[config.mk]
export PLATFORM = sky130hd
export DESIGN_NAME = a2d_scan_seq
export DESIGN_NICKNAME = d
export VERILOG_FILES = /design/src/rtl/a2d_pkg.sv /design/src/rtl/a2d_avg_acc.sv /design/src/rtl/a2d_scan_seq.sv
export SDC_FILE = /design/constraint.sdc
export NUM_CORES = 1
export LEC_CHECK = 0
export BUFFER_PORTS_ARGS = -buffer_cell sky130_fd_sc_hd__buf_2
export CAP_MARGIN = 20
export CORE_MARGIN = 3
export CORE_UTILIZATION = 55
export DETAILED_ROUTE_END_ITERATION = 7
export GPL_ROUTABILITY_DRIVEN = 1
export MAX_ROUTING_LAYER = met4
export PLACE_DENSITY = 0.74
export SYNTH_ARGS = -nofsm -noshare
export SYNTH_HDL_FRONTEND = slang
export SYNTH_SLANG_ARGS = --single-unit
export TNS_END_PERCENT = 30
[constraint.sdc]
create_clock -name clk -period 2.4 [get_ports clk]
set_input_delay 0.12 -clock clk [delete_from_list [all_inputs] [get_ports clk]]
set_output_delay 0.12 -clock clk [all_outputs]
set_load 0.02 [all_outputs]
[src/rtl/a2d_pkg.sv]
// Shared types and widths for the A2D channel scanner.
package a2d_pkg;

    localparam int A2D_RES_W = 12;
    localparam int CHNL_W    = 3;

    typedef enum logic [2:0] {
        IDLE,
        START,
        WAIT,
        STORE,
        GAP
    } scan_state_t;

    // Accumulator is wide enough to hold 2^avg_log2 full-scale samples.
    function automatic int acc_w(input int avg_log2);
        return A2D_RES_W + avg_log2;
    endfunction

endpackage

[src/rtl/a2d_avg_acc.sv]
// Per-channel sample accumulator: sums 2^AVG_LOG2 results, exposes the
// truncated average and flags the final sample of the group.
module a2d_avg_acc
    import a2d_pkg::*;
#(
    parameter int AVG_LOG2 = 2
) (
    input  logic                 clk,
    input  logic                 rst,
    input  logic                 clr,
    input  logic                 add,
    input  logic [A2D_RES_W-1:0] din,
    output logic                 last,
    output logic [A2D_RES_W-1:0] avg
);

    localparam int         ACC_W    = acc_w(AVG_LOG2);
    localparam logic [4:0] CNT_LAST = 5'((1 << AVG_LOG2) - 1);

    logic [ACC_W-1:0] acc;
    logic [4:0]       smpl_cnt;

    always_ff @(posedge clk) begin
        if (rst || clr) begin
            acc      <= '0;
            smpl_cnt <= '0;
        end else if (add) begin
            acc <= acc + ACC_W'(din);
            // The last sample leaves the count at terminal; STORE clears it.
            if (!last)
                smpl_cnt <= smpl_cnt + 5'd1;
        end
    end

    assign last = (smpl_cnt == CNT_LAST);
    assign avg  = acc[AVG_LOG2 +: A2D_RES_W];

endmodule

[src/rtl/a2d_scan_seq.sv]
// Round-robin A2D channel scanner: issues conversions, averages per channel,
// keeps a result register file and flags lost conversions.
module a2d_scan_seq
    import a2d_pkg::*;
#(
    parameter int NUM_CHNL = 8,
    parameter int AVG_LOG2 = 2,
    parameter int SCAN_GAP = 1000,
    parameter int TIMEOUT  = 4096
) (
    input  logic                 clk,
    input  logic                 rst,
    input  logic                 en,
    output logic                 strt_cnv,
    output logic [CHNL_W-1:0]    chnnl,
    input  logic                 cnv_cmplt,
    input  logic [A2D_RES_W-1:0] res,
    input  logic [CHNL_W-1:0]    rd_chnl,
    output logic [A2D_RES_W-1:0] rd_data,
    output logic                 smpl_vld,
    output logic [CHNL_W-1:0]    smpl_chnl,
    output logic [A2D_RES_W-1:0] smpl_data,
    output logic                 scan_done,
    output logic                 timeout_err,
    input  logic                 clr_err
);

    localparam int TMR_W = $clog2(TIMEOUT + 1);
    localparam int GAP_W = $clog2(SCAN_GAP + 1);

    scan_state_t state, nxt_state;

    logic [CHNL_W-1:0]                      chnl_idx;
    logic [TMR_W-1:0]                       timer;
    logic [GAP_W-1:0]                       gap_cnt;
    logic                                   cmplt_q;
    logic [2**CHNL_W-1:0][A2D_RES_W-1:0]    result;
    logic [A2D_RES_W-1:0]                   avg;

    logic cmplt_rise, tmo, last_chnl, gap_done, smpl_last;
    logic acc_add, acc_clr, do_store, advance;

    assign cmplt_rise = (state == WAIT) && cnv_cmplt && !cmplt_q;
    // A completion landing on the final timer cycle still counts.
    assign tmo        = (state == WAIT) && !cmplt_rise && (timer == TMR_W'(TIMEOUT - 1));
    assign last_chnl  = (chnl_idx == CHNL_W'(NUM_CHNL - 1));
    assign gap_done   = (state == GAP) && (gap_cnt == GAP_W'(SCAN_GAP - 1));

    a2d_avg_acc #(
        .AVG_LOG2 (AVG_LOG2)
    ) u_acc (
        .clk  (clk),
        .rst  (rst),
        .clr  (acc_clr),
        .add  (acc_add),
        .din  (res),
        .last (smpl_last),
        .avg  (avg)
    );

    always_ff @(posedge clk) begin
        if (rst)
            state <= IDLE;
        else
            state <= nxt_state;
    end

    always_comb begin
        nxt_state = state;
        case (state)
            IDLE:  if (en) nxt_state = START;
            START: nxt_state = WAIT;
            WAIT: begin
                if (cmplt_rise)
                    nxt_state = smpl_last ? STORE : START;
                else if (tmo)
                    nxt_state = last_chnl ? GAP : START;
            end
            STORE: nxt_state = last_chnl ? GAP : START;
            GAP:   if (gap_done) nxt_state = en ? START : IDLE;
            default: nxt_state = IDLE;
        endcase
    end

    always_comb begin
        strt_cnv = (state == START);
        acc_add  = cmplt_rise;
        do_store = (state == STORE);
        advance  = (state == STORE) || tmo;
        acc_clr  = ((state == IDLE) && en) || (gap_done && en) || (state == STORE) || tmo;
    end

    always_ff @(posedge clk) begin
        if (rst) begin
            chnl_idx    <= '0;
            timer       <= '0;
            gap_cnt     <= '0;
            cmplt_q     <= 1'b0;
            result      <= '0;
            smpl_vld    <= 1'b0;
            smpl_chnl   <= '0;
            smpl_data   <= '0;
            scan_done   <= 1'b0;
            timeout_err <= 1'b0;
        end else begin
            cmplt_q   <= cnv_cmplt;
            smpl_vld  <= do_store;
            // Lands in the first GAP cycle, whether the last channel stored or timed out.
            scan_done <= advance && last_chnl;
            timer     <= (state == WAIT) ? timer + TMR_W'(1) : '0;
            gap_cnt   <= (state == GAP) ? gap_cnt + GAP_W'(1) : '0;

            if ((nxt_state == START) && ((state == IDLE) || (state == GAP)))
                chnl_idx <= '0;
            else if (advance && !last_chnl)
                chnl_idx <= chnl_idx + CHNL_W'(1);

            if (do_store) begin
                result[chnl_idx] <= avg;
                smpl_chnl        <= chnl_idx;
                smpl_data        <= avg;
            end

            if (tmo)
                timeout_err <= 1'b1;
            else if (clr_err)
                timeout_err <= 1'b0;
        end
    end

    // chnl_idx only changes on entry to START, so it doubles as the held channel.
    assign chnnl   = chnl_idx;
    assign rd_data = (int'(rd_chnl) < NUM_CHNL) ? result[rd_chnl] : '0;

endmodule
---- Word-level counts from Yosys, hierarchy flattened ----
Cells that the tools add are included.
word-level totals
  register bits ........................... 163
  latch bits .............................. 0
  memory bits (writable) .................. 0
  memory bits (read-only) ................. 0
  input port bits ......................... 20
  output and inout bits ................... 34
  logic and storage cells ................. 81
  memories ................................ 0
operators by class
  add/sub/neg operators ................... 5
  multiply operators ...................... 0
  divide/modulo/power cells ............... 0
  magnitude comparators ................... 3
  equal/unequal tests ..................... 9
  shift-type cells ........................ 0
  mux-type cells .......................... 15
  bitwise operators ....................... 3
  reduce and logical (&&, ||, !) cells .... 26
operators with widths
  cell                   count
  $bwmux 96              1
  $bmux 12 s3            1
  $demux 12 s3           1
  $mux 12                2
  $mux 3                 5
  $pmux 3 s5             1
  $add 14x12->14         1
  $add 13x1->13 const B  1
  $eq 13x12->1 const B   1
  $logic_and 1x1->1      11
  $add 10x1->10 const B  1
  $eq 10x10->1 const B   1
  $lt 3x4->1 const B     2
  $eq 3x1->1 const B     2
  $eq 3x2->1 const B     2
  $eq 3x3->1 const B     2
  $logic_or 1x1->1       6
  $reduce_or 2->1        3
  $add 5x1->5 const B    1
  $eq 5x2->1 const B     1
  $add 3x1->3 const B    1
  $ge 3x1->1 const B     1
  $logic_not 1->1        3
  $logic_not 3->1        1
  other kinds (5)        9

---- Logic depth before layout (Yosys ltp) ----
  depth in word-level cells ............... 12
  depth in mapped cells ................... 9
  depth with buffers taken out ............ 9

---- Modules after synthesis ----
Synthesis repeated with hierarchy kept, for this count alone.
second synthesis, totals
  cell total of the unflattened synthesis .. 816
  area, all modules ....................... 7594.8 µm²
by module, submodules not included
  module        times used  cells each  area an instance (µm²)  seq. area each (µm²)
  a2d_scan_seq  1           644         6165.9                  2882.8
  a2d_avg_acc   1           172         1428.9                  380.4

---- Worst setup path after synthesis ----
OpenSTA, ideal clock, no wires.
  path kind ............................... register to register
  start ................................... register u_acc.acc[0]
  end ..................................... register u_acc.acc[10]
  library setup time ...................... 0.074 ns
  data arrival time ....................... 1.982 ns
  data required time ...................... 2.326 ns
  slack ................................... 0.344 ns
  stages on the path, launching flop included .. 10
  buffers on the path ..................... 0
  clock period less this slack ............ 2.056 ns
  cell sequence ........................... dfxtp_1 -> ha_1 -> inv_1 -> fa_1 -> nand2b_1 -> a21oi_1 -> a211oi_1 -> o31a_1 -> or3_1 -> a31oi_1
between the ends
  cells in the longest elaborated chain, start to end .. 1
ends and longest elaborated chain
  what                    line               source
  from (decl)             a2d_avg_acc.sv:20  logic [ACC_W-1:0] acc;
  from (signal assigned)  a2d_avg_acc.sv:28  acc <= acc + ACC_W'(din);
  $add 14x12->14          a2d_avg_acc.sv:28
No other way between the ends.
A chain may end at the register's enable or synchronous reset.

---- Worst setup path in the final report ----
  start ................................... register u_acc.acc[0]
  end ..................................... register u_acc.acc[12]
Same word-level chain as after synthesis.

==> results <==
- The run finished with clean final reports.
- The endpoint type of the worst setup path is a flop.
- The class of the most critical setup path is flop to flop.
- The global placement routability congestion is 0.924.
- In the final design database the tool counted 881 nets.
- The CTS root buffer is clkbuf_16.
- The layout-stage area growth over the synthesis result is 13.9%.
- The cell count after synthesis came out at 800.
- Traced cell by cell, the critical path runs through ha_1 -> inv_1 -> fa_1 -> nand2b_1 -> a21oi_1 -> a211oi_1 -> o31a_1 -> o21ai_0 -> mux2i_1.
- After the first detailed-routing iteration, the DRC count stood at 424.
- The cell type with the highest aggregate area in the netlist is dfxtp_1.
- STA puts the critical path data arrival time at 2.53 ns.
- The initial antenna violation count was 0.
- The ratio of cells with drive above 1 in the final layout is 19.3%.
- In this run the horizontal extent of the chip is 122 microns.
- Max-cap violations in this run came to 0.
- The total via count in the routed design is 5,827.
- The post-route setup TNS is 0 ns.
- The worst endpoint required time is 2.75 ns.
- The maximum achievable frequency is 459 MHz.
- The worst-path cell with the longest stage delay is fa_1.
- The initialized floorplan defines 41 standard-cell rows.
- On the final layout, the worst clock skew is 0.00910 ns.
- After legalization and detailed placement, the total HPWL measured 11,600 microns.
- The port buffer count is 53.
- The clock tree synthesis step divided the H-tree into 4 levels.
- The largest single stage delay on the critical path is 0.39 ns.
- The average vias per placed instance is 5.67.
- The number of design rule violations left after detail routing is 0.
- The first global-routing pass estimated 28,500 microns of wire.
- The largest net degree at the start of global routing is 54.
- The total power divided by cell area is 677 nW/um^2.
- Hold timing on the final database bottoms out at a slack of 0.0408 ns.
- The utilization after layout is 65.5%.
- The post-synthesis cell type count is 51.
- The floorplan die height is 122 microns.
- The fraction of registers with async set/reset is 0%.
- The final-report hold violation count is 0.
- The total CTS buffers is 17.
- Setup repair after global routing left no endpoint under its margin.
- In this run the remaining antenna-violating nets after routing total 0.
- The total core area is 12,900 sq um.
- The number of iterations in the first detailed-routing pass is 6.
- The number of global-route vias before repair came to 5,839.
- The number of placed I/O pins is 54.
- Summed over all cells, the static leakage comes to 3.24 nW.
- Counting along the longest clock path gives a buffer depth of 2.
- The synthesis-stage register bit count is 163.
- Among cell families on the critical path, the largest total delay comes from compound AO/OA/AOI/OAI gates.
- STA classifies the critical path startpoint as a flop.
- Dividing the final minimum period by the clock period gives 90.8%.
- The number of flops mapped to enable cells by yosys is 0.
- In the post-synthesis netlist, the biggest area contributors are dfxtp_1, nand2_1, mux4_2.
- The initial cell density of the core is 57.5%.
- The worst max-slew margin expressed relative to the limit is 53.6%.
- The cell area that synthesis handed to floorplanning was 7410 sq um.
- The remaining global-route overflow is 0.
- The count of final max-slew check failures came to 0.
- The most used flip-flop cell after synthesis is dfxtp_1.
- The clock tree from TritonCTS is done.
- Together, buffers and inverters on the worst path number 1.
- IR analysis of the VDD net gives a maximum drop of 0.000621 V.
- Sequential cells were found to cover 44.1% of the synthesized design area.
- Of all nets on the critical path, the largest fanout is 3.
- The floorplan step defined a die boundary enclosing 14,900 sq um.
- The class of the worst hold path is primary input to flop.
- The post-synthesis average cell area is 9.26 sq um.
- The number of clock sinks is 163.
- After filler insertion, the fill cell instance count of the layout stands at 1,019.
- The post-synth net total is 838.
- For this block, the routed nets add up to 17,500 microns of wire.
- The worst-margin pin slew is 0.694 ns.
- The antenna diode count is 0.
- Setup violations remaining at the end of the flow were counted as 0.
- Clock-pin slew was measured on the worst setup and hold paths at 0.06 ns.
- The synthesized design devotes to its leading area cell type 44.1% of total area.
- The later pin in the worst-skew pair is clocked with a latency of 0.42 ns.
- The final critical path time including I/O delays and setup is 2.18 ns.
- After detailed routing, the average wire length per cell comes to 17.0 microns.
- The synthesis warning total is 0.
- Global routing used 25.4% of the available tracks.
[state kept, by name (all words and copies together) (netlist names)]
signal and cells:
timer 13, smpl_vld 1, smpl_chnl 3, smpl_data 12
u_acc.smpl_cnt 5, state 3, chnnl 3, scan_done 1
timeout_err 1, u_acc.acc 14, gap_cnt 10, cmplt_q 1
result 96
[final cells by class]
cell class / count / area (sq um) / area share [%]
Clock buffer: 20 / 467 / 5.53
Clock inverter: 12 / 128 / 1.51
Inverter: 7 / 26.3 / 0.312
Multi-Input combinational cell: 573 / 3840 / 45.5
Sequential cell: 163 / 3260 / 38.7
Tap cell: 172 / 215 / 2.55
Timing Repair Buffer: 81 / 495 / 5.88
[metal layers]
layer	track usage (%)	share of wire, %
met2	41.4	49
met3	5.66	6.7
met5	-	0
met4	7.91	1.4
met1	31.5	43
[metrics by stage]
stage / cell area [sq um] / setup WS, ns / cells / power [W]
3_5_place_dp: 7820 / 0.215 / 994 / 0.00304
5_1_grt: 8430 / 0.0207 / 1028 / 0.00588
3_3_place_gp: 7820 / 0.253 / 994 / 0.00304
2_1_floorplan: 7410 / 0.344 / 800 / 0.00297
6_report: 8430 / 0.221 / 1028 / 0.00571
4_1_cts: 8430 / 0.190 / 1028 / 0.00573
[placed cells by master, fill, tap and decap left out, types with 17 or more instances in the layout]
cell type	synthesis	layout
buf_2	21	52
buf_4	1	26
dfxtp_1	163	163
mux2i_1	53	53
clkbuf_16	0	17
nand2_1	158	158
nand3_1	17	17
mux4_2	24	24
nor2_1	95	95
a21oi_1	80	80
ha_1	17	17
[timing repair]
| action | in CTS | in global routing |
|---|---|---|
| gates resized for setup | 0 | 0 |
| hold buffers | 2 | 0 |
| endpoints found under the hold margin | 2 | 0 |
| setup buffers | 0 | 0 |
| endpoints found under the setup margin | 0 | 1 |
[cell usage after synthesis (8+ instances only)]
master    instances
dfxtp_1         163
nand2_1         158
or3_1            10
buf_2            21
nand2b_1          8
clkbuf_1         29
mux2_2           12
ha_1             17
xor2_1           13
nand3_1          17
mux4_2           24
o21ai_0           8
a21oi_1          80
xnor2_1          13
mux2i_1          53
nor2_1           95
[cell families (layout without fill, tap and decap cells)]
group	after synthesis	after routing	synth area share (%)
AOI/OAI and AO/OA	116	116	9.71
DFF	163	163	44.1
muxes	89	89	16.3
adders and majority gates	18	18	3.14
buffers and inverters	64	120	4.21
and+or+nand+nor	324	324	19.5
xor gates and xnor gates	26	26	3.07
[power by group]
group	internal, W	switching (W)
registers	0.00271	0.0000132
clock network	0.00162	0.00110
logic	0.0000948	0.000167
[final timing paths]
path,endpoint,slack [ns],cells past startpoint,startpoint
min reg2reg,smpl_data[8]$_SDFFE_PP0P_,0.45,2,smpl_data[8]$_SDFFE_PP0P_
max,u_acc.acc[12]$_SDFFE_PP0P_,0.22,9,u_acc.acc[0]$_SDFFE_PP0P_
min,smpl_data[9]$_SDFFE_PP0P_,0.04,2,rst
max reg2reg,u_acc.acc[12]$_SDFFE_PP0P_,0.22,9,u_acc.acc[0]$_SDFFE_PP0P_
Note: power is estimated with default switching activity, not from simulation.
